===== config.mk =====
export PLATFORM = sky130hd
export DESIGN_NAME = l1d_lc_line_bridge
export DESIGN_NICKNAME = d
export VERILOG_FILES = /design/src/rtl/l1d_lc_line_bridge.sv
export SDC_FILE = /design/constraint.sdc
export NUM_CORES = 2
export LEC_CHECK = 0
export CORE_AREA = 3 3 481 483
export DETAILED_ROUTE_END_ITERATION = 8
export DIE_AREA = 0 0 484 486
export SYNTH_ARGS = -nofsm -noshare
export SYNTH_HDL_FRONTEND = slang
export SYNTH_SLANG_ARGS = --single-unit

===== constraint.sdc =====
create_clock -name clk_in -period 5 [get_ports clk_in]
set_input_delay 1 -clock clk_in [delete_from_list [all_inputs] [get_ports clk_in]]
set_output_delay 1 -clock clk_in [all_outputs]
set_load 0.02 [all_outputs]

===== src/rtl/l1d_lc_line_bridge.sv =====
// Line bridge between the L1D lower-cache port and a beat-wide memory bus.
// Splits line writebacks into beats and gathers read beats into a line fill.
// Optional feature macro: LC_WRITE_ACK_EN (acknowledge writebacks to the L1D).
module l1d_lc_line_bridge #(
  parameter int unsigned PADDR_BITS = 22,
  parameter int unsigned B          = 64,
  parameter int unsigned BEAT_BITS  = 64
) (
  input  logic                  clk_in,
  input  logic                  rst_N_in,
  input  logic                  l1d_valid_in,
  output logic                  l1d_ready_out,
  input  logic [PADDR_BITS-1:0] l1d_addr_in,
  input  logic [B*8-1:0]        l1d_value_in,
  input  logic                  l1d_we_in,
  output logic                  l1d_valid_out,
  input  logic                  l1d_ready_in,
  output logic [PADDR_BITS-1:0] l1d_addr_out,
  output logic [B*8-1:0]        l1d_value_out,
  output logic                  mem_valid_out,
  input  logic                  mem_ready_in,
  output logic [PADDR_BITS-1:0] mem_addr_out,
  output logic                  mem_we_out,
  output logic [BEAT_BITS-1:0]  mem_wdata_out,
  input  logic                  mem_rvalid_in,
  input  logic [BEAT_BITS-1:0]  mem_rdata_in
);

  localparam int unsigned BEATS      = B * 8 / BEAT_BITS;
  localparam int unsigned BEAT_BYTES = BEAT_BITS / 8;
  localparam int unsigned CNT_W      = (BEATS > 1) ? $clog2(BEATS) : 1;
  localparam logic [PADDR_BITS-1:0] LINE_MASK = ~PADDR_BITS'(B - 1);
  localparam logic [CNT_W-1:0]      LAST_BEAT = CNT_W'(BEATS - 1);

  typedef enum logic [2:0] {
    StIdle, StRdCmd, StRdData, StResp, StWrBeat, StWack
  } state_e;

  state_e                state_q;
  logic [CNT_W-1:0]      cnt_q;
  logic [PADDR_BITS-1:0] addr_q;
  logic [B*8-1:0]        line_q;

  logic [CNT_W-1:0]      cnt_nxt;
  logic [PADDR_BITS-1:0] req_addr;
  logic [PADDR_BITS-1:0] next_beat_addr;
  logic [BEAT_BITS-1:0]  next_wdata;
  logic [B*8-1:0]        fill_line;

  // Derived values: aligned request address, next write beat, line with current read beat merged
  always_comb begin
    req_addr       = l1d_addr_in & LINE_MASK;
    cnt_nxt        = cnt_q + 1'b1;
    next_beat_addr = addr_q + PADDR_BITS'(cnt_nxt) * PADDR_BITS'(BEAT_BYTES);
    next_wdata     = line_q[int'(cnt_nxt) * BEAT_BITS +: BEAT_BITS];
    fill_line      = line_q;
    fill_line[int'(cnt_q) * BEAT_BITS +: BEAT_BITS] = mem_rdata_in;
  end

  // Transfer FSM; every output is a register updated on the transition that needs it
  always_ff @(posedge clk_in or negedge rst_N_in) begin
    if (!rst_N_in) begin
      state_q       <= StIdle;
      cnt_q         <= '0;
      addr_q        <= '0;
      line_q        <= '0;
      l1d_ready_out <= 1'b0;
      l1d_valid_out <= 1'b0;
      l1d_addr_out  <= '0;
      l1d_value_out <= '0;
      mem_valid_out <= 1'b0;
      mem_addr_out  <= '0;
      mem_we_out    <= 1'b0;
      mem_wdata_out <= '0;
    end else begin
      unique case (state_q)
        StIdle: begin
          // Ready rises one cycle after reset release, since all outputs reset to 0
          l1d_ready_out <= 1'b1;
          if (l1d_valid_in && l1d_ready_out) begin
            addr_q        <= req_addr;
            line_q        <= l1d_value_in;
            cnt_q         <= '0;
            l1d_ready_out <= 1'b0;
            mem_valid_out <= 1'b1;
            mem_addr_out  <= req_addr;
            mem_we_out    <= l1d_we_in;
            if (l1d_we_in) begin
              mem_wdata_out <= l1d_value_in[BEAT_BITS-1:0];
              state_q       <= StWrBeat;
            end else begin
              state_q <= StRdCmd;
            end
          end
        end
        StRdCmd: begin
          if (mem_ready_in) begin
            mem_valid_out <= 1'b0;
            mem_addr_out  <= '0;
            state_q       <= StRdData;
          end
        end
        StRdData: begin
          if (mem_rvalid_in) begin
            line_q <= fill_line;
            if (cnt_q == LAST_BEAT) begin
              cnt_q         <= '0;
              l1d_valid_out <= 1'b1;
              l1d_addr_out  <= addr_q;
              l1d_value_out <= fill_line;
              state_q       <= StResp;
            end else begin
              cnt_q <= cnt_nxt;
            end
          end
        end
        StResp: begin
          if (l1d_ready_in) begin
            l1d_valid_out <= 1'b0;
            l1d_addr_out  <= '0;
            l1d_value_out <= '0;
            l1d_ready_out <= 1'b1;
            state_q       <= StIdle;
          end
        end
        StWrBeat: begin
          if (mem_ready_in) begin
            if (cnt_q == LAST_BEAT) begin
              cnt_q         <= '0;
              mem_valid_out <= 1'b0;
              mem_addr_out  <= '0;
              mem_we_out    <= 1'b0;
              mem_wdata_out <= '0;
`ifdef LC_WRITE_ACK_EN
              l1d_valid_out <= 1'b1;
              l1d_addr_out  <= addr_q;
              l1d_value_out <= '0;
              state_q       <= StWack;
`else
              l1d_ready_out <= 1'b1;
              state_q       <= StIdle;
`endif
            end else begin
              cnt_q         <= cnt_nxt;
              mem_addr_out  <= next_beat_addr;
              mem_wdata_out <= next_wdata;
            end
          end
        end
`ifdef LC_WRITE_ACK_EN
        StWack: begin
          if (l1d_ready_in) begin
            l1d_valid_out <= 1'b0;
            l1d_addr_out  <= '0;
            l1d_ready_out <= 1'b1;
            state_q       <= StIdle;
          end
        end
`endif
        default: state_q <= StIdle;
      endcase
    end
  end

endmodule


; ---- Word level (Yosys, flattened, before mapping)
; Cells that the tools add are included.
[word_totals]
ff_bits = 1158
output_inout_bits = 624
wordCells = 100
[classes]
add_sub_neg = 3
eq_ne = 13
n_shift = 3
mux = 51
n_reduce_logical = 18
[ops]
columns = cell, n
row1 = two-way mux 512 bit, 5
row2 = case mux 512 bit (2 select lines), 2
row3 = bitwise mux 512 bit, 1
row4 = "variable shift 64 x 34 -> 512 bit, first input constant", 1
row5 = indexed part select 512 x 10 -> 64 bit, 1
row6 = indexed part select 64 x 34 -> 512 bit, 1
row7 = two-way mux 64 bit, 4
row8 = two-way mux 22 bit, 7
row9 = case mux 64 bit (2 select lines), 1
row10 = case mux 22 bit (3 select lines), 1
row11 = case mux 22 bit (2 select lines), 1
row12 = two-way mux 3 bit, 12
row13 = negation 9 -> 34 bit, 1
row14 = AND reduction 4 bit, 6
row15 = adder 22 x 6 -> 22 bit, 1
row16 = "!= test 2 bit, second input constant", 8
row17 = case mux 3 bit (5 select lines), 1
row18 = two-way mux 1 bit, 11
row19 = case mux 3 bit (3 select lines), 1
row20 = nonzero test 3 bit, 3
row21 = AND reduction 7 bit, 1
row22 = "== test 3 x 2 -> 1 bit, second input constant", 2
row23 = "== test 3 bit, second input constant", 2
row24 = case mux 1 bit (3 select lines), 2
row25 = 9 further kinds, 12

; ---- Logic depth before layout (Yosys ltp)
[depth]
depth_word = 6
ltp_mapped = 15

; ---- Worst setup path before layout
; Ideal clock, no wire load.
[synth_path]
path_kind = flip-flop to flip-flop
from = reg cnt_q[0]
to = reg l1d_value_out[488]
setup_time_ns = 0.133
arrival_ns = 2.889
required_time_ns = 4.867
setup_slack_ns = 1.978
path_stages_with_launch = 15
n_path_buf = 8
synth_period_minus_slack_ns = 3.022
cell_sequence = dfrtp_1 -> buf_2 -> buf_6 -> buf_4 -> buf_2 -> inv_1 -> ha_1 -> ha_1 -> buf_2 -> or4b_1 -> buf_2 -> buf_2 -> clkbuf_1 -> a21oi_1 -> o21ai_0
[synth_between]
elab_chain_cells = 6
elab_cells_between_ends = 10
[synth_rtl]
columns = item, line_no
row1 = start: declaration, 40  ; logic [CNT_W-1:0] cnt_q;
row2 = start signal: assignment, 113  ; cnt_q <= cnt_nxt;
row3 = start signal: assignment, 144  ; cnt_q <= cnt_nxt;
row4 = negation 9 -> 34 bit, 57  ; fill_line[int'(cnt_q) * BEAT_BITS +: BEAT_BITS] = mem_rdata_in;
row5 = indexed part select 64 x 34 -> 512 bit / variable shift 64 x 34 -> 512 bit (equally long branches), 57
row6 = bitwise mux 512 bit, 57
row7 = two-way mux 512 bit, 106  ; if (cnt_q == LAST_BEAT) begin
row8 = two-way mux 512 bit, 104  ; if (mem_rvalid_in) begin
row9 = case mux 512 bit (2 select lines), 76  ; unique case (state_q)
row10 = end signal: assignment, 110  ; l1d_value_out <= fill_line;
row11 = end: declaration, 19  ; output logic [B*8-1:0] l1d_value_out,
; Parallel ways exist; a longest one is shown, timed or not. The select of a mux whose other input is x is not followed.
; A chain may end at the register's enable or synchronous reset.

; ---- Worst setup path after layout
[layout_path]
from = reg state_q[1]
to = reg l1d_value_out[209]
[layout_between]
elab_chain_cells = 3
elab_cells_between_ends = 8
[layout_rtl]
columns = item, line_no
row1 = start: declaration, 39  ; state_e state_q;
row2 = start signal: assignment, 63  ; state_q <= StIdle;
row3 = start signal: assignment, 90  ; state_q <= StWrBeat;
row4 = start signal: assignment, 92  ; state_q <= StRdCmd;
row5 = == test 3 x 2 -> 1 bit, 76
row6 = != test 2 bit (no line) / nonzero test 2 bit (equally long branches), n/a
row7 = AND reduction 4 bit (no line), n/a
; Parallel ways exist; a longest one is shown, timed or not.

==> impl_metrics.yaml <==
status:
  status: "complete, no violations"
logic_synthesis:
  yosys_register_bits: 1149
  yosysWarningCount: 0
  synth-main-ff-cell: "sky130_fd_sc_hd__dfrtp_1"
  ys_async_sr_fraction_pct: 100
  post_synth_inst_count: 5457
  ys_types: 57
  avgSynthCellArea_sq_um: 10.2
  synth_enable_flop_cells: 0
  ys_seq_area_share_pct: 51.8
  post_synth_instance_area_sq_um: 55500
global_routing:
  gr-total-overflow: 0
  grt_antenna_before_repair: 81
  vias_in_the_first_global_route: 52500
  grt_start_max_net_pins: 144
  grt_use_total_pct: 26.1
  grt_pass1_wl_um: 437000
final_layout:
  areaGrowthSynthToFinish_pct: 35.9
  layout.nets: 6967
  drive_above_1_share_pct: 9.07
placement:
  place_worst_setup_slack_ns: 1.25
  io_buffers: 1213
  place.detailed.hpwl_um: 224000
  globalplace.congestion: 0.949
power:
  net-switching-power_uw: 18700
  p_sw_share_pct: 42.2
  power_density_nw_per_um2: 589
  seq_power_share_pct: 33.1
  power.internal_uw: 25700
  total_leakage_power_uw: 0.0302
  power.ir.vdd_worst_mv: 0.531
  combPwrFrac_pct: 43.6
  clock_power_share_pct: 23.3
critical_path:
  startpoint_type: "flip-flop"
  timing.critical_path.fanout_max: 143
  cp_data_required_time_ns: 5.69
  crit_start: "state_q[1]"
  critical_path.slowest_cell: "sky130_fd_sc_hd__dfrtp_1"
  worstPathArrival_ns: 4.38
  worst_path_cell_trace: "nor3b_4 -> buf_4 -> nand3_4 -> buf_12 -> o21ai_0"
  path_class: "reg2reg"
  cp.buffers_inverters: 2
  crit_path_end_kind: "flip-flop"
  max_stage_delay_ns: 0.73
  cpLargestDelayFamily: "simple AND/OR/NAND/NOR gates"
  r2r_start: "state_q[1]"
  reg2reg_setup_slack_ns: 1.32
cts:
  worstSkewPairLatency_ns: 0.81
  cts_max_level: 4
  clkTransAtPathRegs_ns: 0.06
  tritoncts: "yes"
  clock_tree_sinks: 1149
  cts_root_buf: "sky130_fd_sc_hd__clkbuf_16"
  cts_inserted_buffers: 140
  maximum_buffer_depth_of_the_clock_tree: 3
  cts.repair.resized: 0
  cts_hold_repair.buffers: 0
  post_cts_buffers: 0
sta:
  worst_slack_ns: 1.32
  finalSetupViolations: 0
  final_max_slew_viol_count: 0
  achievable-frequency_ghz: 0.271
  finClkSkew_ns: 0.0294
  final_period_minus_worst_setup_slack_ns: 3.68
  max-slew-margin-rel_pct: 16.0
  hold-worst-slack_ns: 0.190
  setup-tns-final_ns: 0
  timing_hold_violations_final: 0
  final_min_period_over_clock_period_pct: 73.7
  grt_setup_unrepaired: "no"
  timing_worst_slew_pin_value_ns: 1.26
die:
  die-area_sq_um: 235000
  core_area_sq_um: 227000
  die_h_um: 486
  rows: 175
  dieWidth_um: 484
  design.portCount: 1229
  initial_cell_density_of_the_core_pct: 24.4
detailed_routing:
  drt.antenna.violating_nets: 0
  mean_number_of_vias_per_cell: 5.60
  drcViolationCount: 0
  num_vias: 53300
  routed_wire_length_um: 319000
  wl_per_cell_um: 33.5
  detailedRoute.firstIterationViolations: 5679
  drtPass1Iterations: 7
job:
  cap_viol_max_count: 0
worst_hold_path:
  min_path_type: "in2async"
-- registers in the layout, summed over array words and instances, names as in the netlist --
name	count
l1d_value_out	512
line_q	512
mem_wdata_out	64
mem_addr_out	19
addr_q	16
l1d_addr_out	16
cnt_q	3
state_q	3
l1d_ready_out	1
l1d_valid_out	1
mem_valid_out	1
mem_we_out	1
-- cell usage in the layout, fill, tap and decap left out, drive strengths merged, types with 4 or more instances in the layout --
cell type         n
clkdlybuf4s50  1212
dfrtp          1149
nand2           668
o21ai           600
a21oi           467
a2bb2oi         339
nor2            305
mux2i           285
o22ai           282
clkbuf          206
nor3            171
o2bb2ai         161
buf             146
mux4            128
mux2             64
a22oi            63
nand3            62
diode            49
clkinv           24
a22o             17
a221o            16
inv              15
a211oi           14
conb              9
ha                5
and3              4
-- cells in the mapped netlist, types with 128 or more instances --
master / n / area (sq um)
sky130_fd_sc_hd__o2bb2ai_1: 161 / 1410
sky130_fd_sc_hd__a21oi_1: 462 / 2310
sky130_fd_sc_hd__o22ai_1: 282 / 1760
sky130_fd_sc_hd__mux4_2: 128 / 2880
sky130_fd_sc_hd__nor2_1: 305 / 1140
sky130_fd_sc_hd__dfrtp_1: 1149 / 28800
sky130_fd_sc_hd__clkbuf_1: 383 / 1440
sky130_fd_sc_hd__mux2i_1: 285 / 2850
sky130_fd_sc_hd__o21ai_0: 584 / 2920
sky130_fd_sc_hd__nor3_1: 171 / 856
sky130_fd_sc_hd__nand2_1: 668 / 2510
sky130_fd_sc_hd__a2bb2oi_1: 339 / 2970
sky130_fd_sc_hd__buf_2: 160 / 801
-- power by group through the flow --
| stage | Clock (uW) | Combinational [uW] | Sequential, uW |
|---|---|---|---|
| after floorplan | 0 | 11000 | 14100 |
| after global placement | 0 | 18800 | 14700 |
| after detailed placement | 0 | 19100 | 14800 |
| after CTS | 10500 | 19200 | 14700 |
| after global routing | 10900 | 20200 | 15000 |
| final | 10300 | 19400 | 14700 |
-- per-layer routing --
metal	track usage, %	vias to the layer above	routed length, um
met4	17.4	42	23200
met5	0	-	273
li1	-	21900	-
met3	8.53	889	34700
met1	31.3	26700	119000
met2	40.1	3753	142000
-- stage by stage --
step           util (%)  cells  area (sq um)  power, uW
3_5_place_dp       31.2   9224         70800      33900
3_3_place_gp       31.2   9224         70800      33500
4_1_cts            33.1   9471         75300      44400
6_report           33.2   9520         75500      44400
2_1_floorplan         -   5465         55600      25100
5_1_grt            33.2   9500         75400      46100
-- cells by family after synthesis --
| logic type | share of synthesized area, % |
|---|---|
| AND/OR/NAND/NOR | 9.18 |
| multiplexers | 11.6 |
| buffers and inverters | 4.79 |
| other | 0.00675 |
| AO/OA/AOI/OAI | 22.5 |
| flip-flops | 51.8 |
| adder cells (fa/ha/maj) | 0.113 |
-- worst paths after layout --
check,endpoint,cells past startpoint
min in group clk_in,l1d_value_out[405],2
hold reg to reg,l1d_value_out[405],2
setup reg to reg,l1d_value_out[209],5
hold / removal,line_q[203],1
max in group asynchronous,l1d_value_out[172],2
setup / recovery,l1d_value_out[209],5
-- area by class of cell --
cell class	count	area [sq um]
fillers	23000	152000
flip-flops and latches	1149	28800
multi-input cells	3704	24400
repair buffers	1358	13900
clock buffers	206	4100
well taps	3009	3760
clock inverters	41	422
diodes	49	123
inverters	4	15.0
-- worst reg2reg max path, cell delays in order (launching register included) --
cell,delay [ns]
sky130_fd_sc_hd__dfrtp_1,0.73
sky130_fd_sc_hd__nor3b_4,0.56
sky130_fd_sc_hd__buf_4,0.35
sky130_fd_sc_hd__nand3_4,0.70
sky130_fd_sc_hd__buf_12,0.49
sky130_fd_sc_hd__o21ai_0,0.75
(Power assumes the default switching activity.)
